<file path="src/rtl/mem_ctrl_pkg.sv">
// Shared types and sizes for the RAM request controller.
package mem_ctrl_pkg;

   localparam int MEM_DATA_W = 32;
   localparam int MEM_ADDR_W = 5;
   localparam int REQ_DEPTH  = 4;

   typedef enum logic {
      INIT = 1'b0,
      RUN  = 1'b1
   } state_t;

   typedef struct packed {
      logic                  we;
      logic [MEM_ADDR_W-1:0] addr;
      logic [MEM_DATA_W-1:0] wdata;
   } req_t;

endpackage

</file>
<file path="src/rtl/mem_ctrl32_req_fifo.sv">
// Synchronous request FIFO; pointers carry one extra wrap bit to tell full from empty.
module req_fifo
   import mem_ctrl_pkg::*;
#(
   parameter int DEPTH = REQ_DEPTH
) (
   input  logic clk,
   input  logic rst,
   input  logic push,
   input  req_t din,
   input  logic pop,
   output req_t dout,
   output logic full,
   output logic empty
);

   localparam int PW = $clog2(DEPTH);
   localparam logic [PW:0] PTR_ONE = {{PW{1'b0}}, 1'b1};

   logic [PW:0] wr_ptr;
   logic [PW:0] rd_ptr;
   req_t        mem [DEPTH];
   logic        do_push;
   logic        do_pop;

   assign empty   = (wr_ptr == rd_ptr);
   assign full    = (wr_ptr[PW] != rd_ptr[PW]) && (wr_ptr[PW-1:0] == rd_ptr[PW-1:0]);
   assign dout    = mem[rd_ptr[PW-1:0]];
   assign do_pop  = pop && !empty;
   // a pop in the same cycle frees the slot the push lands in
   assign do_push = push && (!full || do_pop);

   always_ff @(posedge clk or posedge rst) begin
      if (rst) begin
         wr_ptr <= {(PW+1){1'b0}};
         rd_ptr <= {(PW+1){1'b0}};
      end else begin
         if (do_pop)
            rd_ptr <= rd_ptr + PTR_ONE;
         if (do_push)
            wr_ptr <= wr_ptr + PTR_ONE;
      end
   end

   always_ff @(posedge clk) begin
      if (do_push)
         mem[wr_ptr[PW-1:0]] <= din;
   end

endmodule

</file>
<file path="src/rtl/mem_ctrl32.sv">
// Single-port RAM controller: zero-fills the RAM after reset, then issues queued
// read/write requests in order and returns read data two cycles after acceptance.
module mem_ctrl32
   import mem_ctrl_pkg::*;
#(
   parameter int DATA_W = MEM_DATA_W,
   parameter int ADDR_W = MEM_ADDR_W,
   parameter int DEPTH  = REQ_DEPTH
) (
   input  logic              clk,
   input  logic              rst,
   input  logic              req_valid,
   output logic              req_ready,
   input  logic              req_we,
   input  logic [ADDR_W-1:0] req_addr,
   input  logic [DATA_W-1:0] req_wdata,
   output logic              rsp_valid,
   output logic [DATA_W-1:0] rsp_rdata,
   output logic              init_done,
   output logic              mem_r_w,
   output logic [ADDR_W-1:0] mem_addr,
   output logic [DATA_W-1:0] mem_d_in,
   input  logic [DATA_W-1:0] mem_d_out
);

   localparam logic [ADDR_W-1:0] LAST_ADDR = {ADDR_W{1'b1}};
   localparam logic [ADDR_W-1:0] ADDR_ONE  = {{(ADDR_W-1){1'b0}}, 1'b1};

   state_t state;
   logic   fifo_full;
   logic   fifo_empty;
   logic   push;
   logic   pop;
   logic   rd_issued;
   req_t   push_req;
   req_t   head;

   assign req_ready = (state == RUN) && !fifo_full;
   assign push      = req_valid && req_ready;
   assign pop       = (state == RUN) && !fifo_empty;
   assign push_req  = '{we: req_we, addr: req_addr, wdata: req_wdata};

   req_fifo #(.DEPTH(DEPTH)) u_fifo (
      .clk   (clk),
      .rst   (rst),
      .push  (push),
      .din   (push_req),
      .pop   (pop),
      .dout  (head),
      .full  (fifo_full),
      .empty (fifo_empty)
   );

   // mem_addr doubles as the zero-fill counter while in INIT
   always_ff @(posedge clk or posedge rst) begin
      if (rst) begin
         state     <= INIT;
         init_done <= 1'b0;
         mem_r_w   <= 1'b1;
         mem_addr  <= {ADDR_W{1'b0}};
         mem_d_in  <= {DATA_W{1'b0}};
         rd_issued <= 1'b0;
         rsp_valid <= 1'b0;
         rsp_rdata <= {DATA_W{1'b0}};
      end else begin
         rsp_valid <= rd_issued;
         if (rd_issued)
            rsp_rdata <= mem_d_out;
         rd_issued <= 1'b0;
         case (state)
            INIT: begin
               if (mem_addr == LAST_ADDR) begin
                  state     <= RUN;
                  init_done <= 1'b1;
                  mem_r_w   <= 1'b0;
               end else begin
                  mem_addr  <= mem_addr + ADDR_ONE;
               end
            end
            RUN: begin
               if (!fifo_empty) begin
                  mem_r_w   <= head.we;
                  mem_addr  <= head.addr;
                  mem_d_in  <= head.wdata;
                  rd_issued <= !head.we;
               end else begin
                  mem_r_w   <= 1'b0;
               end
            end
            default: state <= INIT;
         endcase
      end
   end

endmodule

</file>
<file path="config.mk">
export PLATFORM = sky130hd
export DESIGN_NAME = mem_ctrl32
export DESIGN_NICKNAME = d
export VERILOG_FILES = /design/src/rtl/mem_ctrl_pkg.sv /design/src/rtl/mem_ctrl32_req_fifo.sv /design/src/rtl/mem_ctrl32.sv
export SDC_FILE = /design/constraint.sdc
export NUM_CORES = 1
export LEC_CHECK = 0
export ABC_CLOCK_PERIOD_IN_PS = 2400
export CORE_ASPECT_RATIO = 0.9
export CORE_UTILIZATION = 48
export CTS_CLUSTER_SIZE = 24
export DETAILED_ROUTE_END_ITERATION = 7
export MAX_ROUTING_LAYER = met4
export PLACE_DENSITY = 0.77
export RECOVER_POWER = 50
export SLEW_MARGIN = 10
export SYNTH_ARGS = -nofsm -noshare
export SYNTH_HDL_FRONTEND = slang
export SYNTH_SLANG_ARGS = --single-unit
</file>
<file path="constraint.sdc">
create_clock -name clk -period 2.4 [get_ports clk]
set_input_delay 0.24 -clock clk [delete_from_list [all_inputs] [get_ports clk]]
set_output_delay 0.24 -clock clk [all_outputs]
set_load 0.05 [all_outputs]
</file>
==> impl_metrics.toml <==
[grt]
antenna_found_initial = 6
grt_pass1_wl_mm = 25.3
grt_use_met1 = 0.232
grt_max_degree = 41
busiest_layer = "met2"
grt_pass1_vias = 4650
track_usage = 0.186
grtUsageMet2 = 0.311
use_met3 = 0.0448
grt.overflow.total = 0

[power_and_ir_drop]
ir_drop_mv = 0.855
leakage_uw = 0.00406
power_density_mw_per_mm2 = 1510
p_total_uw = 17100

[clock_network]
cts_tree = "built"
clock-root-buffer = "clkbuf_16"
clk_pin_slew_worst_paths_ns = 0.06
ctsHoldBuffers = 0
cts_buffers = 23
htree_levels = 1
clk_latency_ns = 0.50
cts_resized = 0
cts_sinks = 232
clock_path_buffers = 3
post_cts_buffers = 0

[sta]
fin_ws_ns = 0.317
max_freq_mhz = 480
maxSlewHeadroom = -0.107
drv_slew = 35
rsz0062_at_grt = "false"
setup_violations = 0
fin_crit_sh = 0.868
fin_skew_ns = 0.00929
fin_crit_ns = 2.08
tightestPinTransition_ns = 1.66
finalSetupTns_ns = 0
finalHoldViolCount = 0

[synth]
synth.area.top_cells = "edfxtp_1 52%, dfrtp_1 22%, mux2_2 8.3%"
avgSynthCellArea_um2 = 21.1
synth-simple-area-share = 0.0167
synth-xor-area-share = 0.0108
synth_top_area_cell = "edfxtp_1"
synth_nets = 496
synthCells = 416
yosys_warnings = 0
synth_compound_area_frac = 0.0132
syn-cell-area_mm2 = 0.00879
yosys-mux-area-fraction = 0.184
synth_cell_type_count = 41
seq_area_frac_synth = 0.747
synth_fa_ha_area_frac = 0.00997
synth_top_area_share = 0.519
ys_ff_latch = 232
synth_top_family_by_area = "multiplexers"

[die]
die_h_um = 130
rows = 46
fp.dieW_um = 145
io_pins = 146
core-area_mm2 = 0.0178
initial_utilization = 0.494
fp.dieArea_mm2 = 0.0189

[placement]
gp_congestion = 0.758
place_ws_ns = 0.429
dp_hpwl_mm = 10.7
place_inst = 801
io_buffers = 145
dpl_cell_area_mm2 = 0.0106

[hold_path]
min_path_cells = 2
hp-class = "in2reg"

[route]
drt_iter0_markers = 197
viasPerCell = 5.21
dr_total_vias = 4422
first_pass_iters = 4
drtAntennaViolNets = 0
wl_per_cell_um = 19.1
drcViolationCount = 0
finalWirelength_mm = 16.2

[critical_path]
crit_slowest_cell = "clkbuf_1"
reg2reg_depth = 2
crit_fanout = 33
cp-end-kind = "flip-flop"
arrival_ns = 2.46
path_cells = "clkbuf_1, mux2_2"
criticalPathCategory = "reg2reg"
worst_ep_required_time_ns = 2.77
slowest_delay_ns = 1.20
start_kind = "flip-flop"

[finish]
fin_cells = 848
fin_area_mm2 = 0.0113
fin_nets = 666
drive_gt1_frac = 0.269
syn_to_final_growth_pct = 29.1

[run]
cap_violations = 2

[outcome]
status = "complete, but fails checks"
violations = "capacitance limit, slew limit"
cells by family after synthesis:
group           Yosys count
flops                   232
simple gates             25
xor+xnor                 10
compound gates           14
mux                     104
fa+ha+maj                 7
buf+inv                  24
worst max-delay path, delay by kind of cell, from the launching register on:
family / cells / cell delay, ns
buffers and inverters: 1 / 1.20
muxes: 1 / 0.44
DFF: 1 / 0.32
synthesized netlist by cell type (all sizes together):
library cell and instances:
a211oi 1, a21o 1, a21oi 4, a311oi 1, a31o 1, a31oi 2, a32o 1, and2 4
and3 1, and3b 1, buf 13, clkbuf 6, dfrtp 79, dfstp 1, edfxtp 152, ha 7
inv 5, mux2 65, mux2i 1, mux4 38, nand2 2, nand2b 3, nand3 2, nand4 1
nand4b 1, nor2 5, nor2b 1, nor3 3, nor3b 1, o21ai 1, o31a 1, o31ai 1
xnor2 6, xor2 4
where the power goes:
group	switching, µW	internal (µW)
Combinational	4310	3170
Sequential	561	5650
Clock	1390	2060
sequential cells by signal, indices dropped and copies added, names as in the netlist:
name           count
u_fifo.mem       152
mem_d_in          32
rsp_rdata         32
mem_addr           5
u_fifo.rd_ptr      3
u_fifo.wr_ptr      3
init_done          1
mem_r_w            1
rd_issued          1
rsp_valid          1
state              1
per-layer routing:
metal / wire length (µm) / part of all wire / up-vias
li1: - / - / 1995
met1: 6870 / 0.42 / 2237
met2: 8010 / 0.49 / 165
met3: 1100 / 0.067 / 25
met4: 262 / 0.016 / 0
met5: 0 / 0 / -
layout make-up:
class | count | area [µm²]
Antenna cell | 6 | 15.0
Clock buffer | 33 | 637
Clock inverter | 8 | 92.6
Fill cell | 1192 | 6440
Inverter | 5 | 20.0
Multi-Input combinational cell | 160 | 2070
Sequential cell | 232 | 6570
Tap cell | 240 | 300
Timing Repair Buffer | 164 | 1640
cells in the final DEF, fill, tap and decap left out, types with 2 or more instances in the layout:
cell	count
a21oi_1	4
a31oi_1	2
and2_2	4
buf_12	5
buf_4	11
bufinv_16	2
clkbuf_1	10
clkbuf_16	23
clkbuf_4	2
clkbuf_8	2
clkdlybuf4s50_1	105
clkinv_2	5
dfrtp_1	77
dfrtp_2	2
diode_2	6
dlygate4sd3_1	39
edfxtp_1	152
ha_1	7
inv_1	4
mux2_2	65
mux4_1	6
mux4_2	32
nand2_1	2
nand2b_1	3
nand3_1	2
nor2_1	4
nor3_1	2
xnor2_1	6
xor2_1	3
worst paths after layout:
path / from / to / slack, ns
max reg2reg: rd_issued / rsp_rdata[7] / 0.32
max in group asynchronous: rst / rsp_rdata[13] / 0.58
min reg2reg: init_done / init_done / 0.46
min: mem_d_out[2] / rsp_rdata[2] / 0.36
min in group asynchronous: rst / rsp_rdata[0] / 0.55
max: rd_issued / rsp_rdata[7] / 0.32
through the flow:
stage          utilization  hold slack (ns)
2_1_floorplan            -            0.339
3_3_place_gp         0.598            0.455
3_5_place_dp         0.598            0.455
4_1_cts              0.639            0.140
5_1_grt              0.638            0.351
6_report             0.638            0.360
Note: power is estimated with default switching activity, not from simulation.
